**config.mk**
```make
export PLATFORM = sky130hd
export DESIGN_NAME = reset_req_gen
export DESIGN_NICKNAME = d
export VERILOG_FILES = /design/src/rtl/reset_req_gen.sv
export SDC_FILE = /design/constraint.sdc
export NUM_CORES = 1
export LEC_CHECK = 0
export BUFFER_PORTS_ARGS = -buffer_cell sky130_fd_sc_hd__buf_2
export CAP_MARGIN = 20
export CORE_MARGIN = 2
export CORE_UTILIZATION = 56
export DETAILED_ROUTE_END_ITERATION = 7
export PLACE_DENSITY_LB_ADDON = 0.08
export SLEW_MARGIN = 10
export SYNTH_ARGS = -nofsm -noshare
export SYNTH_HDL_FRONTEND = slang
export SYNTH_SLANG_ARGS = --single-unit
```
**constraint.sdc**
```tcl
create_clock -name clk25 -period 2.12 [get_ports clk25]
set_clock_uncertainty 0.15 [all_clocks]
set_input_delay 0.53 -clock clk25 [delete_from_list [all_inputs] [get_ports clk25]]
set_output_delay 0.53 -clock clk25 [all_outputs]
set_load 0.01 [all_outputs]
```
**src/rtl/reset_req_gen.sv**
```systemverilog
// Reset request generator: debounced front-panel button (and optional keyboard strobe) to a fixed-width active-low reset request.
// Define RESET_REQ_KBD_EN to honour kbd_reset; otherwise only the button can request a reset.
module reset_req_gen #(
    parameter int CNT_W     = 8,
    parameter int DB_CNT    = 16,
    parameter int PULSE_LEN = 8
) (
    input  logic clk25,
    input  logic rst_n,
    input  logic enable,
    input  logic btn_n,
    input  logic kbd_reset,
    output logic rst_req_n,
    output logic busy
);

    typedef enum logic [1:0] {
        IDLE     = 2'd0,
        DEBOUNCE = 2'd1,
        ASSERT   = 2'd2,
        WAIT_REL = 2'd3
    } state_t;

    localparam logic [CNT_W-1:0] DB_LAST    = CNT_W'(DB_CNT - 1);
    localparam logic [CNT_W-1:0] PULSE_LAST = CNT_W'(PULSE_LEN - 1);

    state_t           state;
    state_t           state_nx;
    logic [CNT_W-1:0] cnt;
    logic [CNT_W-1:0] cnt_nx;
    logic             s1;
    logic             s2;
    logic             pressed;
    logic             kbd_go;

`ifdef RESET_REQ_KBD_EN
    assign kbd_go = kbd_reset;
`else
    logic kbd_unused;
    assign kbd_unused = kbd_reset;
    assign kbd_go     = 1'b0;
`endif

    // Button is asynchronous; both stages idle at "released" so reset never looks like a press.
    always_ff @(posedge clk25) begin
        if (!rst_n) begin
            s1 <= 1'b1;
            s2 <= 1'b1;
        end else begin
            s1 <= btn_n;
            s2 <= s1;
        end
    end

    assign pressed = ~s2;

    always_ff @(posedge clk25) begin
        if (!rst_n) begin
            state     <= IDLE;
            cnt       <= '0;
            rst_req_n <= 1'b1;
            busy      <= 1'b0;
        end else begin
            state     <= state_nx;
            cnt       <= cnt_nx;
            rst_req_n <= (state_nx != ASSERT);
            busy      <= (state_nx != IDLE);
        end
    end

    always_comb begin
        state_nx = state;
        cnt_nx   = cnt;
        case (state)
            IDLE: begin
                if (kbd_go) begin
                    state_nx = ASSERT;
                    cnt_nx   = '0;
                end else if (pressed) begin
                    state_nx = DEBOUNCE;
                    cnt_nx   = '0;
                end
            end
            DEBOUNCE: begin
                if (enable) begin
                    if (!pressed) begin
                        state_nx = IDLE;
                        cnt_nx   = '0;
                    end else if (cnt == DB_LAST) begin
                        state_nx = ASSERT;
                        cnt_nx   = '0;
                    end else begin
                        cnt_nx = cnt + 1'b1;
                    end
                end
            end
            // Pulse width counts raw clk25 cycles so it is independent of the sample strobe.
            ASSERT: begin
                if (cnt == PULSE_LAST) begin
                    state_nx = WAIT_REL;
                    cnt_nx   = '0;
                end else begin
                    cnt_nx = cnt + 1'b1;
                end
            end
            WAIT_REL: begin
                if (enable) begin
                    if (pressed) begin
                        cnt_nx = '0;
                    end else if (cnt == DB_LAST) begin
                        state_nx = IDLE;
                        cnt_nx   = '0;
                    end else begin
                        cnt_nx = cnt + 1'b1;
                    end
                end
            end
            default: begin
                state_nx = IDLE;
                cnt_nx   = '0;
            end
        endcase
    end

endmodule

```
==> flow_summary.yaml <==
outcome:
  status: "completed"
logic_synthesis:
  yosys.area_share.xor_xnor_pct: 0
  postSynthCellCount: 95
  synth_area_leader: "sky130_fd_sc_hd__dfxtp_1"
  synth_seq_cells: 14
  synthMostInstantiatedCell: "sky130_fd_sc_hd__dfxtp_1"
  synth.top_cells.by_area: "sky130_fd_sc_hd__dfxtp_1 34%, sky130_fd_sc_hd__nand2_1 5.9%, sky130_fd_sc_hd__a21oi_1 4.9%, sky130_fd_sc_hd__buf_6 4.1%, sky130_fd_sc_hd__nor2b_1 3.8%"
  ys_types: 36
  syn_area_um2: 822
  synth_adder_area_share_pct: 1.52
  synth_sequential_area_ratio_pct: 34.1
  synth-compound-area-share_pct: 33.3
  yosysWarningCount: 0
  synth-main-ff-cell: "sky130_fd_sc_hd__dfxtp_1"
  synth_top_family_by_area: "compound AO/OA/AOI/OAI gates"
  synth_enable_flop_cells: 0
  synth_top_cells_by_count: "14 x sky130_fd_sc_hd__dfxtp_1, 13 x sky130_fd_sc_hd__nand2_1, 8 x sky130_fd_sc_hd__a21oi_1, 5 x sky130_fd_sc_hd__nor2b_1, 5 x sky130_fd_sc_hd__o21ai_1"
  synth_async_sr_flop_share_pct: 0
  synthesis.area_per_instance_um2: 8.65
  synth_nets: 101
  synth.area.mux_share_pct: 1.37
  area_share_of_and_or_nand_nor_cells_after_synthesis_pct: 24.2
  yosys.area.top_type_share_pct: 34.1
sta:
  grt_setup_unrepaired: "false"
  max_freq_mhz: 522
  final-max-slew-violation-count: 0
  finalSetupViolations: 0
  setup-tns-final_ps: 0
  fin_crit_ps: 1920
  max_slew.worst_pin.slew_ps: 632
  period_share_pct: 90.4
  final-hold-violation-count: 0
  max-slew-margin-rel_pct: 57.5
placement:
  io_buffers: 5
  place.gp.congestion: 0.841
  dpl_hpwl_um: 1240
  post_dp_cell_area_um2: 843
floorplan:
  fp-row-count: 13
  die_w_um: 42.3
  core-area_mm2: 0.00133
  boundaryPins: 7
  initial_core_utilization_pct: 61.6
  die_area_mm2: 0.00179
  die-height_um: 42.3
grt:
  grt_start_max_net_pins: 13
  globalRouteOverflowTotal: 0
  first_global_vias: 688
  number_of_antenna_violations_at_the_first_check_in_global_routing: 0
  global_route.usage.total_pct: 21.6
  grt_pass1_wl_um: 2950
drt:
  post-route-drc-count: 0
  vias: 759
  firstDrtPassIters: 4
  wire_length_per_cell_after_detailed_routing_um: 15.0
  routed_wirelength_um: 1750
  detailed_route_iter0_violations: 46
  routed_via_density: 6.49
  drtAntennaViolNets: 0
clocking:
  clockBufferDepth: 2
  cts.htree.levels: 1
  clock-root-buffer: "sky130_fd_sc_hd__clkbuf_4"
  tritoncts.num_buffers: 3
  clk_pin_slew_worst_paths_ps: 90
  cts.hold.buffers_added: 0
  cts_resized: 0
  clk_latency_ps: 280
  postCtsSetupBuffers: 0
  cts_tree: "yes"
  cts.sink_count: 14
job:
  maxCapViolations: 0
worst_setup_path:
  worst_setup_path_startpoint: "cnt[4]$_SDFFE_PN0P_"
  timing.critical_path.from_type: "flip-flop"
  timing.critical_path.to_type: "flip-flop"
  crit_type: "flip-flop to flip-flop"
  r2r-start: "cnt[4]$_SDFFE_PN0P_"
  arrival_time_at_the_worst_endpoint_ps: 1940
  worstPathRequired_ps: 2140
  crit_path_max_fanout: 8
power:
  power.density_cell_area_mw_per_mm2: 554
  vdd.ir_drop.worst_uv: 365
  power.static_leakage_nw: 0.283
cells_and_area:
  syn2layout_area_growth_pct: 7.00
  post_route_cells_drive_above_1_share_pct: 15.7
  final_area_um2: 880
  final_net_count: 109
  antennaDiodeCount: 0
  final_util_pct: 65.9
min_path:
  hold_path_class: "flip-flop to flip-flop"
  hold_start: "s1$_SDFF_PN1_"
[final timing paths]
| kind | endpoint | slack (ps) | cells past startpoint |
|---|---|---|---|
| worst max-delay path | cnt[3]$_SDFFE_PN0P_ | 200 | 4 |
| worst min register to register | s2$_SDFF_PN1_ | 270 | 1 |
| worst min-delay path | s2$_SDFF_PN1_ | 270 | 1 |
| worst max register to register | cnt[3]$_SDFFE_PN0P_ | 200 | 4 |
[layout make-up]
class | instances | area [µm²]
multi-input combinational | 75 | 497
sequential | 14 | 280
clock buffer | 4 | 36.3
timing repair buffer | 7 | 40.0
tap | 15 | 18.8
fill | 116 | 454
inverter | 2 | 7.51
[layout by cell type (no fill, tap or decap), types with 2 or more instances in the layout]
cell type	synthesis	routed
sky130_fd_sc_hd__nand3b_1	2	2
sky130_fd_sc_hd__nand3_1	2	2
sky130_fd_sc_hd__nor3_1	2	2
sky130_fd_sc_hd__clkbuf_4	0	3
sky130_fd_sc_hd__o21ai_0	3	3
sky130_fd_sc_hd__nor2b_1	5	5
sky130_fd_sc_hd__o22ai_1	2	2
sky130_fd_sc_hd__buf_4	0	2
sky130_fd_sc_hd__nand2b_1	2	2
sky130_fd_sc_hd__o21ai_1	5	5
sky130_fd_sc_hd__o21a_1	2	2
sky130_fd_sc_hd__a31oi_1	4	4
sky130_fd_sc_hd__dfxtp_1	14	14
sky130_fd_sc_hd__buf_2	0	5
sky130_fd_sc_hd__a21oi_1	8	8
sky130_fd_sc_hd__o2111ai_1	2	2
sky130_fd_sc_hd__nor2_1	2	2
sky130_fd_sc_hd__nand2_1	13	13
sky130_fd_sc_hd__nor4_1	4	4
sky130_fd_sc_hd__nor3b_1	2	2
[cell families after synthesis]
kind of cell | Yosys count
multiplexers | 1
buffers and inverters | 6
AND/OR/NAND/NOR | 37
AO/OA/AOI/OAI | 36
adder cells (fa/ha/maj) | 1
flip-flops | 14
[power by group]
group / switching, mW / total (mW) / internal, mW
Combinational: 0.0150 / 0.0243 / 0.00934
Sequential: 0.00327 / 0.269 / 0.266
Clock: 0.0891 / 0.194 / 0.105
Total: 0.107 / 0.487 / 0.380
[per-layer routing]
metal	routed length, µm	part of all wire (%)	global-route usage, %
met4	23	1.3	13.8
met2	752	43	29.8
met3	142	8.1	3.88
met1	832	48	30.3
met5	0	0	0
[registers in the layout, summed over array words and instances (netlist names)]
signal,cells
s2,1
busy,1
cnt,8
state,2
rst_req_n,1
s1,1
[critical path: stages (launching register included)]
cell,delay (ps)
sky130_fd_sc_hd__dfxtp_1,390
sky130_fd_sc_hd__or4_4,620
sky130_fd_sc_hd__o32a_4,390
sky130_fd_sc_hd__o2111ai_1,130
sky130_fd_sc_hd__a31oi_1,120
[through the flow]
step | power [mW] | hold slack, ps | worst slack, ps | cells
6_report | 0.487 | 268 | 204 | 117
5_1_grt | 0.510 | 272 | 69.2 | 117
4_1_cts | 0.491 | 272 | 207 | 117
3_5_place_dp | 0.299 | 252 | 242 | 113
3_3_place_gp | 0.299 | 243 | 255 | 113
2_1_floorplan | 0.288 | 236 | 244 | 95
Note: power is estimated with default switching activity, not from simulation.
